==> config.mk <==
export PLATFORM = sky130hd
export DESIGN_NAME = digit_serial_addsub
export DESIGN_NICKNAME = d
export VERILOG_FILES = /design/src/rtl/digit_serial_addsub.sv
export SDC_FILE = /design/constraint.sdc
export NUM_CORES = 1
export LEC_CHECK = 0
export ABC_AREA = 1
export CAP_MARGIN = 20
export CORE_ASPECT_RATIO = 0.75
export CORE_MARGIN = 1.5
export CORE_UTILIZATION = 52
export DETAILED_ROUTE_END_ITERATION = 8
export GPL_TIMING_DRIVEN = 0
export PLACE_DENSITY = 0.77
export REMOVE_ABC_BUFFERS = 1
export SYNTH_ARGS = -nofsm -noshare
export SYNTH_HDL_FRONTEND = slang
export SYNTH_SLANG_ARGS = --single-unit
==> constraint.sdc <==
create_clock -name clk -period 3.6 [get_ports clk]
set_clock_uncertainty 0.15 [all_clocks]
set_input_delay 0.36 -clock clk [delete_from_list [all_inputs] [get_ports clk]]
set_output_delay 0.36 -clock clk [all_outputs]
set_load 0.02 [all_outputs]
==> src/rtl/digit_serial_addsub.sv <==
// Multi-cycle adder/subtractor: WIDTH-bit operands consumed DIGIT bits per clock
// through a DIGIT-wide ripple chain, with a start/busy/done handshake.

module fa_cell (
    input  logic a,
    input  logic b,
    input  logic ci,
    output logic s,
    output logic co
);
    assign s  = a ^ b ^ ci;
    assign co = (a & b) | (ci & (a ^ b));
endmodule

module digit_serial_addsub #(
    parameter int WIDTH = 16,
    parameter int DIGIT = 4
) (
    input  logic             clk,
    input  logic             rst,
    input  logic             start,
    input  logic             sub,
    input  logic [WIDTH-1:0] a,
    input  logic [WIDTH-1:0] b,
    input  logic             cin,
    output logic             busy,
    output logic             done,
    output logic [WIDTH-1:0] sum,
    output logic             cout,
    output logic             ovf
);
    localparam int N  = WIDTH / DIGIT;
    localparam int CW = (N > 1) ? $clog2(N) : 1;

    typedef enum logic [1:0] {IDLE, BUSY, DONE} state_t;

    state_t           state, state_n;
    logic [WIDTH-1:0] opa, opb, acc, acc_n;
    logic             carry;
    logic [CW-1:0]    cnt;
    logic [DIGIT:0]   c;
    logic [DIGIT-1:0] psum;
    logic [WIDTH+DIGIT-1:0] acc_sh;
    logic             accept, last;

    // One full-adder cell per bit of the digit; c[] is the ripple chain.
    assign c[0] = carry;
    generate
        for (genvar i = 0; i < DIGIT; i++) begin : g_fa
            fa_cell u_fa (
                .a  (opa[i]),
                .b  (opb[i]),
                .ci (c[i]),
                .s  (psum[i]),
                .co (c[i+1])
            );
        end
    endgenerate

    // New digit enters at the top; after N digits the accumulator holds the result.
    assign acc_sh = {psum, acc} >> DIGIT;
    assign acc_n  = acc_sh[WIDTH-1:0];

    assign accept = ((state == IDLE) || (state == DONE)) && start;
    assign last   = (state == BUSY) && (cnt == CW'(N - 1));

    always_comb begin
        state_n = state;
        case (state)
            IDLE:    if (start) state_n = BUSY;
            BUSY:    if (last) state_n = DONE;
            DONE:    state_n = start ? BUSY : IDLE;
            default: state_n = IDLE;
        endcase
    end

    always_ff @(posedge clk or posedge rst) begin
        if (rst) begin
            state <= IDLE;
            busy  <= 1'b0;
            done  <= 1'b0;
            opa   <= '0;
            opb   <= '0;
            acc   <= '0;
            carry <= 1'b0;
            cnt   <= '0;
            sum   <= '0;
            cout  <= 1'b0;
            ovf   <= 1'b0;
        end else begin
            state <= state_n;
            busy  <= (state_n == BUSY);
            done  <= last;
            if (accept) begin
                // Subtract as a + ~b + 1; borrow-in becomes an inverted carry-in.
                opa   <= a;
                opb   <= b ^ {WIDTH{sub}};
                carry <= cin ^ sub;
                cnt   <= '0;
            end else if (state == BUSY) begin
                opa   <= opa >> DIGIT;
                opb   <= opb >> DIGIT;
                acc   <= acc_n;
                carry <= c[DIGIT];
                cnt   <= cnt + CW'(1);
            end
            if (last) begin
                sum  <= acc_n;
                cout <= c[DIGIT];
                ovf  <= c[DIGIT] ^ c[DIGIT-1];
            end
        end
    end
endmodule
==> reports/metrics.yaml, run 1 <==
status: "finished, final reports clean"
layout.nets: 519
p_per_area_mw_per_mm2: 856
highest_layer: "met4"
setup_tns_ns: 0
peakVddDrop_v: 0.000578
diodes: 0
path_max_fanout: 30
drt_first_iter_violations: 186
synth_area_sq_mm: 0.00332
h-tree-depth: 3
layout-drive-gt1-share: 0.0456
cts_hold_buf: 0
routedWlPerCell_um: 12.0
grt_use_total: 0.217
synth_cells: 430
cpMaxStageDelayCell: "dfrtp_1"
cts_buffers: 9
hold_slack_ns: 0.326
p_leak_nw: 2.13
ys_seq_area_frac: 0.520
io_pins: 57
finalHoldViolCount: 0
finalSetupViolCount: 0
cts_buffer_depth: 2
ff2ff_setup_slack_ns: 0.93
wl_met3_um: 280
cts-root-buf: "clkbuf_8"
end_kind: "flop"
grt_pass1_wl_um: 11400
drc: 0
critical-path-max-stage-delay_ns: 0.76
rsz0062_at_grt: "no"
start_util: 0.555
r2r_start: "state[0]"
placed_area_sq_mm: 0.00386
finalInstanceArea_sq_mm: 0.00402
grt_overflow_total: 0
ys_ff_latch: 69
dp.cells: 544
startpoint_type: "flop"
clk_latency_ns: 0.35
drt-pass1-iter-count: 4
synth_cell_types: 18
fp.dieW_um: 95.2
coreArea_sq_mm: 0.00598
slew_headroom: 0.451
avgSynthCellArea_sq_um: 7.72
crit_chain: "nand2_1 > nand2_2 > inv_2 > nand2_1 > nand2_1"
cp_common_cell: "nand2_1"
min-delay-start: "acc[7]"
via_per_inst: 5.01
post_cts_buffers: 0
grt_pass1_vias: 2643
cts.sinks: 69
cts_resized: 0
worstHoldEndpoint: "sum[3]"
synth_edf_count: 0
yosysWarnings: 0
reg2reg_to: "opa[4]"
place_congestion: 0.799
fmax_mhz: 374
vias: 2803
maxCapViolCount: 0
cts_tree: "built"
antenna_found_initial: 0
synth.area.top_cells: "dfrtp_1 52%, nand2_1 21%, inv_1 6.1%"
dp_hpwl_um: 4420
wirelength_met1_um: 3170
layoutNonFillerInstCount: 560
critical_path_class: "reg -> reg"
yosys.cell_count.top_type: "nand2_1"
synth_flop_cell: "dfrtp_1"
drt_wl_total_um: 6700
min_path_type: "reg -> reg"
timing.final.crit_share: 0.742
reg2reg_depth: 5
ant_nets: 0
synthArstFlopShare: 1.00
yosysTopAreaCell: "dfrtp_1"
area_growth_pct: 21.1
hold_path_depth: 2
io_buffers: 56
slew_viol_final: 0
synth_top_cells_by_count: "189 x nand2_1, 69 x dfrtp_1, 54 x inv_1"
grt_max_degree: 70
critPathArrivalTime_ns: 2.76
crit_required_ns: 3.69
synth_top_area_frac: 0.520
layout_min_cycle_time_ns: 2.67
worst_pin_slew_ns: 0.824
cts.clk_slew.worst_paths_ns: 0.07
wl_met2_um: 3180
rows: 24
die_area_sq_mm: 0.00687
nFillCells: 534
fp.dieH_um: 72.2
## how the worst max path moves through the flow
stage	from	end	slack, ns	cells after the start
6_report	state[0]	opa[4]	0.93	5
5_1_grt	state[0]	opa[4]	0.71	5
4_1_cts	state[0]	opa[4]	0.96	5
3_5_place_dp	start	opa[4]	0.96	6
3_3_place_gp	rst	opa[15]	0.22	2
2_1_floorplan	carry	acc[15]	1.31	8
## worst max-delay path: cells and delay by family, from the launching register on
family                 cells  cell delay [ns]
DFF                        1             0.76
buffers and inverters      1             0.29
and+or+nand+nor            4             1.34
## report_power, final
group          leakage [nW]  internal [mW]  switching [mW]  total [mW]
combinational          1.19          0.591           0.951        1.54
sequential            0.865           1.14           0.220        1.36
clock                0.0764          0.248           0.283       0.531
## per-stage QoR
stage / power (mW) / utilization / setup WS, ns
finish: 3.44 / 0.672 / 0.929
global route: 3.74 / 0.672 / 0.714
CTS: 3.46 / 0.672 / 0.963
detailed placement: 2.91 / 0.646 / 0.963
global placement: 2.84 / 0.643 / 0.218
floorplan: 2.34 / - / 1.31
## sequential cells by signal (all words and copies together) (netlist names)
name   cells
busy       1
state      2
ovf        1
cnt        2
acc       12
done       1
opb       16
cout       1
sum       16
carry      1
opa       16
## layer usage
layer / track usage / vias up
met2: 0.340 / 64
met1: 0.282 / 1337
li1: - / 1394
met4: 0.0896 / 0
met3: 0.0681 / 8
met5: 0 / -
## cells by family (layout without fill, tap and decap cells)
group / count (synthesis) / after routing / synth area share
compound gates: 33 / 33 / 0.0498
buf+inv: 78 / 130 / 0.105
simple gates: 245 / 245 / 0.297
flops: 69 / 69 / 0.520
fa+ha+maj: 5 / 5 / 0.0279
## layout by cell type, fill, tap and decap left out, drive strengths merged
| cell type | instances |
|---|---|
| nand2 | 192 |
| dfrtp | 69 |
| inv | 57 |
| clkdlybuf4s50 | 56 |
| nand3 | 40 |
| o21ai | 32 |
| nor2 | 13 |
| clkbuf | 12 |
| fa | 4 |
| clkinv | 2 |
| clkinvlp | 2 |
| a21oi | 1 |
| ha | 1 |
| buf | 1 |
## cell type report
cell class,instances,area (sq um),share of cell area
repair buffers,57,572,0.142
clock buffers,12,135,0.0336
well taps,78,97.6,0.0243
clock inverters,4,25.0,0.00623
inverters,57,219,0.0545
flip-flops and latches,69,1730,0.430
multi-input cells,283,1240,0.309
(Power assumes the default switching activity.)
==> inputs of run 2 (changes only) <==
==> constraint.sdc (replaced) <==
create_clock -name clk -period 2.5 [get_ports clk]
set_clock_uncertainty 0.15 [all_clocks]
set_input_delay 0.25 -clock clk [delete_from_list [all_inputs] [get_ports clk]]
set_output_delay 0.25 -clock clk [all_outputs]
set_load 0.02 [all_outputs]
==> run 2 against run 1 <==
  * Fmax increased by 13%
  * Worst hold slack worse by 0.032 ns
  * Utilization up 0.19 points
  * Global-route usage unchanged
  * Non-clock buffer count did not move
  * Design area is 0.28% higher
  * Largest power group unchanged
==> reports/metrics.yaml, run 2 (same netlist as run 1, synthesis figures left out) <==
grt_pass1_wl_um: 11400  # about the same
drc: 0  # unchanged
routedWlPerCell_um: 12.1  # +0.73%
reg2reg_depth: 8  # +3
grt_overflow_total: 0  # unchanged
start_util: 0.555  # unchanged
cts_buffers: 9  # unchanged
startpoint_type: "flop"
reg2reg_to: "acc[15]"
h-tree-depth: 3  # unchanged
crit_family: "adder cells"
maxCapViolCount: 0  # unchanged
crit_required_ns: 2.61  # -1.08 ns
cts.sinks: 69  # unchanged
place_congestion: 0.799  # unchanged
post-route-util: 0.674  # +0.00188
peakVddDrop_v: 0.000842  # +46%
fp.dieW_um: 95.2  # unchanged
post_cts_buffers: 0  # unchanged
min_path_type: "in -> async"
critical-path-max-stage-delay_ns: 0.44  # -0.32 ns
drt_first_iter_violations: 149  # -20%
nFillCells: 529  # -0.94%
critPathArrivalTime_ns: 2.47  # -0.29 ns
p_per_area_mw_per_mm2: 1240  # +45%
rows: 24  # unchanged
worst_pin_slew_ns: 0.831  # +0.00702 ns
grt_max_degree: 70  # unchanged
finalSetupViolCount: 0  # unchanged
ff2ff_setup_slack_ns: 0.14  # -0.79 ns
path_max_fanout: 2  # -93%
ant_nets: 0  # unchanged
reg_top3: "opa (16), opb (16), sum (16)"
crit_buf_inv: 3  # +2
final_common_cell: "nand2_1"
critical_path_class: "reg -> reg"
cts_buffer_depth: 2  # unchanged
grt_pass1_vias: 2643  # unchanged
fmax_mhz: 423  # +13%
io_buffers: 56  # unchanged
cts_hold_buf: 0  # unchanged
end_kind: "flop"
drt_wl_total_um: 6750  # +0.73%
layout.nets: 519  # unchanged
cts-root-buf: "clkbuf_8"
via_per_inst: 5.00  # about the same
hold_slack_ns: 0.294  # -0.0320 ns
layout_common_cells: "188 x nand2_1, 68 x dfrtp_1, 56 x clkdlybuf4s50_1"
cts_tree: "built"
die_area_sq_mm: 0.00687  # unchanged
diodes: 0  # unchanged
layout_min_cycle_time_ns: 2.36  # -0.307 ns
slew_headroom: 0.446  # -0.00468
p_leak_nw: 2.12  # -0.15%
drt-pass1-iter-count: 4  # unchanged
slew_viol_final: 0  # unchanged
crit_chain: "fa_1 > inv_1 > fa_1 > inv_1 > fa_2 > inv_2 > fa_2 > o21ai_1"
rsz0062_at_grt: "no"
clk_latency_ns: 0.34  # about the same
cts.clk_slew.worst_paths_ns: 0.07  # about the same
cpMaxStageDelayCell: "fa_2"
status: "finished, final reports clean"
finalHoldViolCount: 0  # unchanged
coreArea_sq_mm: 0.00598  # unchanged
io_pins: 57  # unchanged
area_growth_pct: 21.4
antenna_found_initial: 0  # unchanged
vias: 2802  # -0.036%
grt_use_total: 0.217  # unchanged
timing.final.crit_share: 0.946  # +0.204
dp_hpwl_um: 4420  # unchanged
r2r_start: "carry"
layout-drive-gt1-share: 0.0560  # +0.0104
fp.dieH_um: 72.2  # unchanged
-- run 2: metrics by stage --
stage / setup WS (ns) / power, mW / setup TNS (ns) / cell area [sq um] / instances
CTS: 0.00401 / 4.99 / 0 / 4020 / 560
global route: 0.0169 / 5.43 / 0 / 4030 / 560
global placement: -0.772 / 4.09 / -57.21 / 3840 / 543
detailed placement: -0.0959 / 4.19 / -1.85 / 3860 / 544
floorplan: 0.213 / 3.37 / 0 / 3190 / 409
finish: 0.136 / 4.99 / 0 / 4030 / 560
-- run 2: worst max-delay path by stage --
stage | startpoint | to | cells after the start
global route | carry | carry | 12
finish | carry | acc[15] | 8
detailed placement | state[0] | opa[4] | 5
CTS | carry | acc[15] | 8
global placement | rst | opa[15] | 2
floorplan | carry | acc[15] | 8
-- run 2: power by group --
group	switching [mW]	total, mW	leakage [nW]	internal (mW)
Combinational	1.39	2.25	1.18	0.869
Sequential	0.317	1.97	0.864	1.65
Clock	0.407	0.764	0.0764	0.357
-- run 2: worst register-to-register path: cells and delay by family, from the launching register on --
kind	cells	cell delay (ns)
AOI/OAI and AO/OA	1	0.16
adders and majority gates	4	1.38
buffers and inverters	3	0.20
DFF	1	0.40
-- run 2: cell type report --
class                           instances  area, sq um  share of cell area
Clock inverter                          4         25.0             0.00621
Multi-Input combinational cell        283         1250               0.310
Tap cell                               78         97.6              0.0242
Sequential cell                        69         1730               0.429
Clock buffer                           12          135              0.0335
Timing Repair Buffer                   57          572               0.142
Inverter                               57          221              0.0550
-- run 2: what timing repair did --
action,4_1_cts,5_1_grt
setup endpoints to repair,31,10
cloned,0,0
resized for setup,2,7
-- run 2: metal layers --
layer,GRT usage,routed length (um),vias up
met1,0.282,3140,1342
li1,-,-,1394
met3,0.0681,320,4
met4,0.0896,41,0
met5,0,0,-
met2,0.340,3240,62
